==> src/rtl/fetch_pkg.sv <==
// Shared types for the instruction fetch front-end: FSM state encoding and
// the default-width prefetch buffer entry layout.
package fetch_pkg;

    localparam int DEF_DATA_WIDTH = 16;
    localparam int DEF_ADDR_WIDTH = 9;

    typedef enum logic [1:0] {
        IDLE    = 2'd0,
        REQ     = 2'd1,
        DISCARD = 2'd2
    } fetch_state_t;

    typedef struct packed {
        logic [DEF_ADDR_WIDTH-1:0] pc;
        logic [DEF_DATA_WIDTH-1:0] instr;
    } fetch_entry_t;

endpackage

==> src/rtl/instr_fetch_unit_if.sv <==
// Instruction-memory read bus and decoder-side instruction stream of the fetch unit.
interface instr_fetch_unit_if #(
    parameter int DATA_WIDTH = 16,
    parameter int ADDR_WIDTH = 9
);
    // Memory side: a read completes on a rising edge with mem_req=1 and mem_ack=1;
    // mem_addr is sampled by the memory when the request starts. Decoder side: the
    // head moves on an edge with ir_valid=1 and ir_ready=1; ir_valid never waits on ir_ready.
    logic                  mem_req;
    logic [ADDR_WIDTH-1:0] mem_addr;
    logic                  mem_ack;
    logic [DATA_WIDTH-1:0] mem_rdata;
    logic                  ir_valid;
    logic [DATA_WIDTH-1:0] ir_data;
    logic [ADDR_WIDTH-1:0] ir_pc;
    logic                  ir_ready;

    modport master (
        output mem_req, mem_addr,
        input  mem_ack, mem_rdata,
        output ir_valid, ir_data, ir_pc,
        input  ir_ready
    );

    modport slave (
        input  mem_req, mem_addr,
        output mem_ack, mem_rdata,
        input  ir_valid, ir_data, ir_pc,
        output ir_ready
    );
endinterface

==> src/rtl/fetch_fifo.sv <==
// First-word-fall-through FIFO on registered storage; flush empties it and wins
// over any push or pop on the same edge.
module fetch_fifo #(
    parameter int WIDTH = 25,
    parameter int DEPTH = 4
) (
    input  logic                     clk,
    input  logic                     rst_n,
    input  logic                     push,
    input  logic                     pop,
    input  logic                     flush,
    input  logic [WIDTH-1:0]         din,
    output logic [WIDTH-1:0]         dout,
    output logic                     full,
    output logic                     empty,
    output logic [$clog2(DEPTH):0]   count
);
    localparam int PW = $clog2(DEPTH);
    localparam int CW = PW + 1;

    logic [WIDTH-1:0] mem_q [DEPTH];
    logic [WIDTH-1:0] mem_d [DEPTH];
    logic [PW-1:0]    wr_q, wr_d, rd_q, rd_d;
    logic [CW-1:0]    cnt_q, cnt_d;
    logic             do_push, do_pop;

    assign full  = (cnt_q == CW'(DEPTH));
    assign empty = (cnt_q == '0);
    assign count = cnt_q;
    assign dout  = mem_q[rd_q];

    // A pop frees the slot a same-edge push needs, so a full FIFO still accepts.
    assign do_pop  = pop && !empty;
    assign do_push = push && (!full || do_pop);

    always_comb begin
        mem_d = mem_q;
        wr_d  = wr_q;
        rd_d  = rd_q;
        cnt_d = cnt_q;
        if (flush) begin
            wr_d  = '0;
            rd_d  = '0;
            cnt_d = '0;
        end else begin
            if (do_push) begin
                mem_d[wr_q] = din;
                wr_d        = wr_q + 1'b1;
            end
            if (do_pop) begin
                rd_d = rd_q + 1'b1;
            end
            cnt_d = cnt_q + CW'(do_push) - CW'(do_pop);
        end
    end

    always_ff @(posedge clk or negedge rst_n) begin
        if (!rst_n) begin
            for (int i = 0; i < DEPTH; i++) begin
                mem_q[i] <= '0;
            end
            wr_q  <= '0;
            rd_q  <= '0;
            cnt_q <= '0;
        end else begin
            mem_q <= mem_d;
            wr_q  <= wr_d;
            rd_q  <= rd_d;
            cnt_q <= cnt_d;
        end
    end

endmodule

==> src/rtl/instr_fetch_unit.sv <==
// Prefetching instruction fetch unit: owns the PC, keeps one memory read in
// flight and buffers returned words for the decoder.
module instr_fetch_unit
    import fetch_pkg::*;
#(
    parameter int DATA_WIDTH = DEF_DATA_WIDTH,
    parameter int ADDR_WIDTH = DEF_ADDR_WIDTH,
    parameter int FIFO_DEPTH = 4,
    parameter logic [ADDR_WIDTH-1:0] RESET_PC = '0
) (
    input  logic                          clk,
    input  logic                          reset,
    input  logic                          fetch_en,
    input  logic                          redirect,
    input  logic [ADDR_WIDTH-1:0]         redirect_pc,
    output logic [$clog2(FIFO_DEPTH):0]   occupancy,
    output fetch_state_t                  state_dbg,
    instr_fetch_unit_if.master            bus
);
    localparam int CW = $clog2(FIFO_DEPTH) + 1;

    typedef struct packed {
        logic [ADDR_WIDTH-1:0] pc;
        logic [DATA_WIDTH-1:0] instr;
    } entry_t;

    fetch_state_t          state_q, state_d;
    logic [ADDR_WIDTH-1:0] pc_q, pc_d;
    logic                  req_q, req_d;

    entry_t                push_entry, head_entry;
    logic                  push, pop, fifo_full, fifo_empty;
    logic [CW-1:0]         fifo_count, occ_next;
    logic                  space;

    assign push_entry = '{pc: pc_q, instr: bus.mem_rdata};
    assign push       = (state_q == REQ) && bus.mem_ack && !redirect;
    assign pop        = !fifo_empty && bus.ir_ready;
    assign occ_next   = fifo_count + CW'(push) - CW'(pop);
    assign space      = (occ_next < CW'(FIFO_DEPTH));

    fetch_fifo #(
        .WIDTH ($bits(entry_t)),
        .DEPTH (FIFO_DEPTH)
    ) u_fifo (
        .clk   (clk),
        .rst_n (reset),
        .push  (push),
        .pop   (pop),
        .flush (redirect),
        .din   (push_entry),
        .dout  (head_entry),
        .full  (fifo_full),
        .empty (fifo_empty),
        .count (fifo_count)
    );

    always_comb begin
        state_d = state_q;
        pc_d    = pc_q;
        case (state_q)
            IDLE: begin
                if (redirect) begin
                    pc_d = redirect_pc;
                end else if (fetch_en && !fifo_full) begin
                    state_d = REQ;
                end
            end
            REQ: begin
                if (redirect) begin
                    pc_d = redirect_pc;
                    if (bus.mem_ack) begin
                        state_d = fetch_en ? REQ : IDLE;
                    end else begin
                        state_d = DISCARD;
                    end
                end else if (bus.mem_ack) begin
                    pc_d    = pc_q + 1'b1;
                    state_d = (fetch_en && space) ? REQ : IDLE;
                end
            end
            DISCARD: begin
                // The stale read is still owed by memory; keep requesting until it lands.
                if (redirect) begin
                    pc_d = redirect_pc;
                end
                if (bus.mem_ack) begin
                    state_d = fetch_en ? REQ : IDLE;
                end
            end
            default: begin
                state_d = IDLE;
            end
        endcase
        req_d = (state_d != IDLE);
    end

    always_ff @(posedge clk or negedge reset) begin
        if (!reset) begin
            state_q <= IDLE;
            pc_q    <= RESET_PC;
            req_q   <= 1'b0;
        end else begin
            state_q <= state_d;
            pc_q    <= pc_d;
            req_q   <= req_d;
        end
    end

    assign bus.mem_req  = req_q;
    assign bus.mem_addr = pc_q;
    assign bus.ir_valid = !fifo_empty;
    assign bus.ir_data  = head_entry.instr;
    assign bus.ir_pc    = head_entry.pc;
    assign occupancy    = fifo_count;
    assign state_dbg    = state_q;

endmodule
==> src/flat_wrapper.sv <==
// flat-port wrapper written by rule: the top's interface ports become plain ports
module instr_fetch_unit_flat import fetch_pkg::*;
#(
    parameter int DATA_WIDTH = DEF_DATA_WIDTH,
    parameter int ADDR_WIDTH = DEF_ADDR_WIDTH,
    parameter int FIFO_DEPTH = 4,
    parameter logic [ADDR_WIDTH-1:0] RESET_PC = '0
)
  (clk, reset, fetch_en, redirect, redirect_pc, occupancy, state_dbg, bus_mem_req, bus_mem_addr, bus_mem_ack, bus_mem_rdata, bus_ir_valid, bus_ir_data, bus_ir_pc, bus_ir_ready);
  instr_fetch_unit_if #(.DATA_WIDTH(DATA_WIDTH), .ADDR_WIDTH(ADDR_WIDTH)) bus_i ();
  input  logic clk;
  input  logic reset;
  input  logic fetch_en;
  input  logic redirect;
  input  logic [ADDR_WIDTH-1:0] redirect_pc;
  output logic [$clog2(FIFO_DEPTH):0] occupancy;
  output fetch_state_t state_dbg;
  output wire logic [$bits(bus_i.mem_req)-1:0] bus_mem_req;
  output wire logic [$bits(bus_i.mem_addr)-1:0] bus_mem_addr;
  input wire logic [$bits(bus_i.mem_ack)-1:0] bus_mem_ack;
  input wire logic [$bits(bus_i.mem_rdata)-1:0] bus_mem_rdata;
  output wire logic [$bits(bus_i.ir_valid)-1:0] bus_ir_valid;
  output wire logic [$bits(bus_i.ir_data)-1:0] bus_ir_data;
  output wire logic [$bits(bus_i.ir_pc)-1:0] bus_ir_pc;
  input wire logic [$bits(bus_i.ir_ready)-1:0] bus_ir_ready;
  assign bus_mem_req = bus_i.mem_req;
  assign bus_mem_addr = bus_i.mem_addr;
  assign bus_i.mem_ack = bus_mem_ack;
  assign bus_i.mem_rdata = bus_mem_rdata;
  assign bus_ir_valid = bus_i.ir_valid;
  assign bus_ir_data = bus_i.ir_data;
  assign bus_ir_pc = bus_i.ir_pc;
  assign bus_i.ir_ready = bus_ir_ready;
  instr_fetch_unit #(.DATA_WIDTH(DATA_WIDTH), .ADDR_WIDTH(ADDR_WIDTH), .FIFO_DEPTH(FIFO_DEPTH), .RESET_PC(RESET_PC)) u_core (.clk(clk), .reset(reset), .fetch_en(fetch_en), .redirect(redirect), .redirect_pc(redirect_pc), .occupancy(occupancy), .state_dbg(state_dbg), .bus(bus_i));
endmodule
==> config.mk <==
export PLATFORM = sky130hd
export DESIGN_NAME = instr_fetch_unit_flat
export DESIGN_NICKNAME = d
export VERILOG_FILES = /design/src/rtl/fetch_pkg.sv /design/src/rtl/instr_fetch_unit_if.sv /design/src/rtl/fetch_fifo.sv /design/src/rtl/instr_fetch_unit.sv /design/src/flat_wrapper.sv
export SDC_FILE = /design/constraint.sdc
export NUM_CORES = 1
export LEC_CHECK = 0
export ABC_CLOCK_PERIOD_IN_PS = 2500
export BUFFER_PORTS_ARGS = -buffer_cell sky130_fd_sc_hd__buf_2
export CORE_UTILIZATION = 30
export CTS_CLUSTER_SIZE = 12
export DETAILED_ROUTE_END_ITERATION = 16
export GPL_TIMING_DRIVEN = 0
export PLACE_DENSITY = 0.54
export SYNTH_ARGS = -nofsm -noshare
export SYNTH_HDL_FRONTEND = slang
export SYNTH_SLANG_ARGS = --single-unit
export TNS_END_PERCENT = 1
==> constraint.sdc <==
create_clock -name clk -period 2.5 [get_ports clk]
set_input_delay 0.5 -clock clk [delete_from_list [all_inputs] [get_ports clk]]
set_output_delay 0.5 -clock clk [all_outputs]
set_load 0.005 [all_outputs]
Word-level counts from Yosys, hierarchy flattened:

Index checks and enable logic that the tools add are counted.

* add/subtract/negate cells: 7
* $lt $le $gt $ge: 4
* equal/unequal tests: 5
* muxes and demuxes: 24
* bitwise logic cells: 3
* reduce and logical (&&, ||, !) cells: 21

Operator list (number)
* bitwise mux 100 bit: 1
* 2-to-1 mux 25 bit: 3
* binary-select mux 25 bit (select 2 bit): 1
* demux 25 bit (select 2 bit): 1
* 2-to-1 mux 9 bit: 3
* 2-to-1 mux 2 bit: 10
* case mux 9 bit (2 select lines): 1
* adder 9 x 1 -> 9 bit, second input constant: 1
* logical AND 1 bit: 8
* nonzero test 2 bit: 4
* adder 3 x 1 -> 3 bit: 2
* greater-or-equal comparator 3 bit, second input constant: 2
* NOT 2 -> 3 bit: 2
* case mux 2 bit (3 select lines): 1
* subtractor 3 x 1 -> 3 bit: 2
* adder 2 x 1 -> 2 bit, second input constant: 2
* equality test 3 bit, second input constant: 1
* zero test 1 bit: 3
* zero test 3 bit: 1
* < comparator 3 x 1 -> 1 bit, second input constant: 1
* < comparator 3 bit, second input constant: 1
* 2-to-1 mux 3 bit: 1
* inequality test 3 bit, second input constant: 1
* AND reduction 3 bit: 1
* 9 further kinds: 10

* bits in registers: 119
* output and inout bits: 41
* word-level logic and storage cells: 74

Longest topological paths before layout:

Gate-level depths: netlist of run 1.

* word-level depth: 12
* gate-level depth with buffers: 10

Hierarchy:

From an unflattened synthesis of run 1, not the netlist that was laid out.

* cell total of the unflattened synthesis: 389
* area total of the unflattened synthesis: 5681.7 µm²

By module, submodules not included
* fetch_fifo: instances 1, cells each 290, area each 4859.7 µm², sequential area each 2677.6 µm²
* instr_fetch_unit: instances 1, cells each 99, area each 822.0 µm², sequential area each 300.3 µm²

Least setup slack after synthesis of run 1:

No wires, ideal clock.

* path type: reg-to-reg
* from: register u_core.u_fifo.cnt_q[1], in the netlist u_core.u_fifo.count[1]
* to: register u_core.u_fifo.cnt_q[1], in the netlist u_core.u_fifo.count[1]
* arrival: 2209 ps
* slack: 159 ps
* stages on the path, launching flop included: 10
* clock period less this slack: 2341 ps
* cell sequence: dfrtp_1 > or3b_1 > o2111a_1 > buf_6 > inv_1 > ha_1 > inv_1 > ha_1 > fa_1 > nor2b_1

* cells in the longest elaborated chain, start to end: 9

RTL lines
* from (decl): RTL line fetch_fifo.sv:24 `logic [CW-1:0] cnt_q, cnt_d;`
* from (signal assigned): RTL line fetch_fifo.sv:69 `cnt_q <= cnt_d;`
* zero test 3 bit: RTL line fetch_fifo.sv:28 `assign empty = (cnt_q == '0);`
* zero test 1 bit: RTL line fetch_fifo.sv:33, instr_fetch_unit.sv:38
* logical AND 1 bit: RTL line instr_fetch_unit.sv:38 `assign pop = !fifo_empty && bus.ir_ready;`
* logical AND 1 bit: RTL line fetch_fifo.sv:33 `assign do_pop = pop && !empty;`
* logical OR 1 bit: RTL line fetch_fifo.sv:34 `assign do_push = push && (!full || do_pop);`
* logical AND 1 bit: RTL line fetch_fifo.sv:34
* adder 3 x 1 -> 3 bit: RTL line fetch_fifo.sv:53 `cnt_d = cnt_q + CW'(do_push) - CW'(do_pop);`
* subtractor 3 x 1 -> 3 bit *: RTL line fetch_fifo.sv:53
* 2-to-1 mux 3 bit *: RTL line fetch_fifo.sv:41 `if (flush) begin`
* via u_core.u_fifo.cnt_d[1]: RTL line fetch_fifo.sv:24

The timed path passes the listed nets; every way through them passes the cells marked *.
A chain may end at the register's enable or synchronous reset.

Final worst setup path of run 1:

Same ends and word-level chain as after synthesis.

==> reports/results.txt, run 1 <==
Synth cell types = 35
synth warn = 0
port bufs = 71
ys async rst share = 100%
combinational share of power = 33.2%
Yosys top cell area share = 49.7%
Slew Limit Fails = 0
DRC viols = 0
global-route wire length before repair = 21200 µm
static leakage power = 3.62 nW
Post-synth top flop = dfrtp_1
wire per inst = 17.5 µm
Num Clock Sinks = 119
remaining antenna violation count = 0
# nets final = 519
Seq/Total Area, Yosys = 49.7%
crit path kind = reg2reg
worst-path maximum fanout = 7
CTS tree = done
Chip Height = 143 µm
most common cell after layout, fill and taps aside = dfrtp_1
DR iter-0 viols = 99
GPL Wtd Cong = 0.767
CP required = 2.78 ns
P_sw = 2.35 mW
CTS max path bufs = 2
period utilization = 96.6%
# fillers = 1891
DRT Wirelength = 13200 µm
area of the mapped netlist = 5990 µm²
Die W = 143 µm
Mapped Nets = 426
Hold Fails Final Rpt = 0
Clk pwr share = 31.0%
clock slew at reported path FFs = 0.05 ns
Post-synth EDFFs = 0
die area = 20500 µm²
Final WS setup = 0.0855 ns
Pwr Density = 1080 nW/µm²
Setup WS pre-CTS = -0.136 ns
sequential power share = 35.9%
max_slew headroom = 68.4%
clock latency on the worst-skew pair = 0.42 ns
Initial Util = 30.7%
switching share of power = 29.6%
cell internal pwr = 5.59 mW
RSZ-0062 raised after global routing = true
CP Capture Type = flop
CP Launch Type = flop
total grt overflow = 0
vias in the first global route = 3899
CTS Buf Count = 17
row cnt = 51
core area = 19500 µm²
sequential cell area = 2980 µm²
Fmax achieved = 414 MHz
Ant. Diodes = 0
worst clock skew = 0.00677 ns
crit path time final = 2.41 ns
most frequent cells in the layout = 116 x dfrtp_1, 80 x mux2_4, 71 x buf_2
CP Data Arrival Time = 2.70 ns
Vias = 3536
Final setup viols = 0
Final Instance Area = 7350 µm²
Synth Register Bits = 119
CTS HTree Levels = 4
drt first pass iters = 5
DP HPWL = 8830 µm
initial antenna violation count = 0
total power = 7.94 mW
fraction of final layout cells with drive strength greater than 1 = 52.1%
largest cells by area after synthesis = dfrtp_1 50%, mux2_4 20%, mux4_2 9.4%
largest net degree at the start of global routing = 77
io pins = 72
Post-Syn Instances = 385
maximum VDD drop = 0.000479 V
hold_buf cts = 0
Area Overhead vs Synth = 22.8%
status = complete, no violations
Vias/cell = 4.68
Multi-input gate area = 2730 µm²
GRT Total Usage = 14.0%
Mean Syn Cell Area = 15.5 µm²
Cell Area, Placed = 6710 µm²
cell taking the most area after synthesis = dfrtp_1
Worst Hold Class = in2async
Worst-Margin Slew = 0.475 ns
CTS root buffer = clkbuf_16
max cap viols = 0
Final TNS setup = 0 ns
[final cells by class]
type | instances | share of cell area [%]
Multi-Input combinational cell | 228 | 37.1
Sequential cell | 119 | 40.6
Inverter | 13 | 0.664
Buffer | 24 | 3.61
Clock inverter | 9 | 1.70
Tap cell | 265 | 4.51
Timing Repair Buffer | 75 | 5.60
Clock buffer | 23 | 6.23
[state kept, by name, summed over array words and instances (netlist names)]
signal and flops:
u_core.u_fifo.mem_q 100, u_core.bus.mem_addr 9, u_core.u_fifo.count 3, u_core.state_dbg 2
u_core.u_fifo.rd_q 2, u_core.u_fifo.wr_q 2, u_core.bus.mem_req 1
[cell families after synthesis]
logic type,share of synthesized area [%]
fa+ha+maj,2.22
compound gates,4.16
buf+inv,4.77
mux,33.6
flops,49.7
simple gates,4.81
xor+xnor,0.732
[power groups by stage]
stage          sequential (mW)  combinational (mW)  clock (mW)
2_1_floorplan             2.73                1.79           0
3_3_place_gp              2.81                2.55           0
5_1_grt                   2.91                2.89        2.59
6_report                  2.85                2.63        2.46
3_5_place_dp              2.86                2.62           0
4_1_cts                   2.84                2.65        2.51
[cell usage after synthesis (all sizes together) (3+ instances only)]
cell / n
clkbuf: 11
a31o: 3
nor2b: 5
a21oi: 16
nor2: 10
buf: 14
o21ai: 15
mux2: 100
ha: 9
nand2: 12
inv: 13
xnor2: 4
nand4: 4
nand3: 7
dfrtp: 119
mux4: 25
[per-stage QoR]
stage          utilization [%]  instances  hold WS [ns]
2_1_floorplan                -        385         0.204
3_3_place_gp              34.2        721         0.481
3_5_place_dp              34.3        722         0.461
4_1_cts                   37.4        753       0.00701
5_1_grt                   37.6        756        0.0186
6_report                  37.6        756        0.0123
[critical path: stages (launching register included)]
cell and delay (ns):
dfrtp_2 0.42, or3b_4 0.40, o2111a_2 0.30, buf_12 0.16, inv_2 0.06, ha_1 0.21, inv_1 0.05, ha_1 0.15
fa_1 0.40, nor2b_1 0.13
[worst paths after layout]
kind / startpoint / slack [ns] / cells after the start / to
min in group clk: bus_mem_rdata[2] / 0.35 / 2 / u_core.u_fifo.mem_q[77]
worst min register to register: u_core.u_fifo.mem_q[31] / 0.50 / 1 / u_core.u_fifo.mem_q[31]
worst max-delay path: u_core.u_fifo.count[1] / 0.09 / 9 / u_core.u_fifo.count[1]
max in group asynchronous: reset / 1.76 / 2 / u_core.bus.mem_addr[7]
worst max register to register: u_core.u_fifo.count[1] / 0.09 / 9 / u_core.u_fifo.count[1]
worst min-delay path: reset / 0.01 / 1 / u_core.u_fifo.mem_q[32]
[what timing repair did]
action | 4_1_cts | 5_1_grt
pin swaps | 0 | 1
buffers inserted | 0 | 3
cloned | 0 | 0
resized for setup | 8 | 10
setup endpoints to repair | 19 | 4
[per-layer routing]
metal | up-vias | GRT usage [%] | part of all wire (%)
li1 | 1593 | - | -
met1 | 1855 | 18.2 | 48
met2 | 72 | 22.0 | 47
met3 | 16 | 3.35 | 3.4
met4 | 0 | 6.05 | 1.6
met5 | - | 0 | 0
No activity file was read; power rests on OpenSTA's default activity.
==> run 2, diff against run 1 <==
- BUFFER_PORTS_ARGS: -buffer_cell sky130_fd_sc_hd__buf_2 -> default
- DONT_BUFFER_PORTS: default -> 1
- HOLD_SLACK_MARGIN: default -> 0.12
- PLACE_DENSITY: 0.54 -> 0.51
==> run 2 against run 1 <==
Net effect: core utilization decreased by 2.2 points; wire length decreased by 3.3%; register-to-register slack about the same; setup slack got worse by 0.014 ns; critical path depth unchanged; power decreased by 7.9%; the run now ends with hold timing left; global-route usage decreased by 0.37 points; sequential share of layout area increased by 2.5 points; design area decreased by 5.7%; worst hold slack got worse by 0.24 ns; via count decreased by 9.3%.
==> reports/results.txt, run 2 (synthesis results as in run 1) <==
status = finished, violations left
failing checks = hold timing
remaining antenna violation count = 0
Critical-path top delay cell = dfrtp_2
Chip Height = 143 µm
CP Launch Type = flop
max reg flops = 100
Pwr Density = 1050 nW/µm²
DR iter-0 viols = 140
Fmax achieved = 412 MHz
Initial Util = 30.7%
crit path kind = reg2reg
most frequent cells in the layout = 117 x dfrtp_1, 80 x mux2_4, 25 x mux4_2
maximum VDD drop = 0.000425 V
most common cell after layout, fill and taps aside = dfrtp_1
CTS tree = done
Area Overhead vs Synth = 15.8%
drt first pass iters = 5
Slew Limit Fails = 0
initial antenna violation count = 0
total grt overflow = 0
GRT Total Usage = 13.6%
die area = 20500 µm²
worst-path maximum fanout = 6
vias in the first global route = 3480
CP top delay family = adder cells
CP peak stage delay = 0.45 ns
period utilization = 97.1%
Vias/cell = 4.71
worst path cell trace = or3b_4 -> o2111a_1 -> buf_12 -> inv_4 -> ha_4 -> inv_2 -> ha_2 -> fa_2 -> nor2b_4
Worst Hold Slack = -0.225 ns
clock latency on the worst-skew pair = 0.42 ns
# nets final = 445
Num Clock Sinks = 119
CP Capture Type = flop
Ant. Diodes = 0
Final Instance Area = 6930 µm²
CTS root buffer = clkbuf_16
max_slew headroom = 67.2%
CTS HTree Levels = 4
Reg with most FFs = u_core.u_fifo.mem_q
Final WS setup = 0.0716 ns
Setup WS pre-CTS = 0.0100 ns
core area = 19500 µm²
worst reg-to-reg path cell count = 9
Hold Fails Final Rpt = 119
CTS Buf Count = 17
CP Data Arrival Time = 2.71 ns
worst clock skew = 0.00588 ns
io pins = 72
largest net degree at the start of global routing = 120
CP required = 2.78 ns
crit path time final = 2.43 ns
static leakage power = 3.28 nW
DRC viols = 0
Worst Hold Class = in2async
wire per inst = 18.7 µm
R2R setup slack = 0.07 ns
fraction of final layout cells with drive strength greater than 1 = 44.7%
Final setup viols = 0
global-route wire length before repair = 20200 µm
Die W = 143 µm
Worst-Margin Slew = 0.492 ns
DP HPWL = 8220 µm
worst reg2reg path startpoint = u_core.u_fifo.count[0]
max cap viols = 0
clock slew at reported path FFs = 0.06 ns
CTS max path bufs = 2
CP bufs+invs = 3
port bufs = 0
Vias = 3208
row cnt = 51
DRT Wirelength = 12800 µm
total power = 7.31 mW
Final TNS setup = 0 ns
Cell Area, Placed = 6320 µm²
GPL Wtd Cong = 0.735
R2R Path End = u_core.u_fifo.count[1]
-- run 2: cell count changes in the layout (fill, tap and decap cells not counted), sizes merged --
cell | before | now
buf | 89 | 14
bufinv | 3 | 1
clkinv | 4 | 5
clkinvlp | 2 | 3
-- run 2: worst max path at each step --
stage / depth (start not counted) / end / start
floorplan: 9 / u_core.u_fifo.count[1] / u_core.u_fifo.count[1]
global placement: 10 / u_core.u_fifo.count[2] / redirect
detailed placement: 9 / u_core.u_fifo.count[1] / u_core.u_fifo.count[1]
CTS: 9 / u_core.u_fifo.count[1] / u_core.u_fifo.count[1]
global route: 9 / u_core.u_fifo.count[1] / u_core.u_fifo.count[0]
finish: 9 / u_core.u_fifo.count[1] / u_core.u_fifo.count[0]
-- run 2: where the power goes --
part	internal, mW	switching [mW]	leakage [nW]
Clock	1.40	0.861	0.262
Sequential	2.45	0.424	1.57
Combinational	1.27	0.900	1.45
Total	5.13	2.18	3.28
-- run 2: area by class of cell --
type	instances	area (µm²)
tap	265	332
multi-input combinational	228	2760
fill	1899	12600
sequential	119	2980
timing repair buffer	1	7.51
buffer	24	259
clock buffer	22	464
inverter	13	51.3
clock inverter	9	77.6
-- run 2: worst reg2reg max path: stages (launching register included) --
cell	delay, ns
dfrtp_2	0.45
or3b_4	0.42
o2111a_1	0.29
buf_12	0.13
inv_4	0.05
ha_4	0.19
inv_2	0.04
ha_2	0.17
fa_2	0.43
nor2b_4	0.13
-- run 2: per-layer routing --
metal | wire length, µm | track usage (%) | vias to the layer above
li1 | - | - | 1442
met1 | 5860 | 17.4 | 1679
met2 | 5950 | 20.6 | 76
met3 | 753 | 4.83 | 11
met4 | 193 | 5.71 | 0
met5 | 0 | 0 | -
-- run 2: repair_timing --
action                                  4_1_cts  5_1_grt
endpoints found under the setup margin       20        5
pin swaps                                     0        5
buffers inserted                              0        1
resized for setup                             7       15
cloned                                        0        0
endpoints found under the hold margin       119      119
-- run 2: stage by stage --
step,utilization [%],cells
floorplan,-,385
global placement,32.4,650
detailed placement,32.4,650
CTS,35.2,680
global route,35.5,681
finish,35.5,681
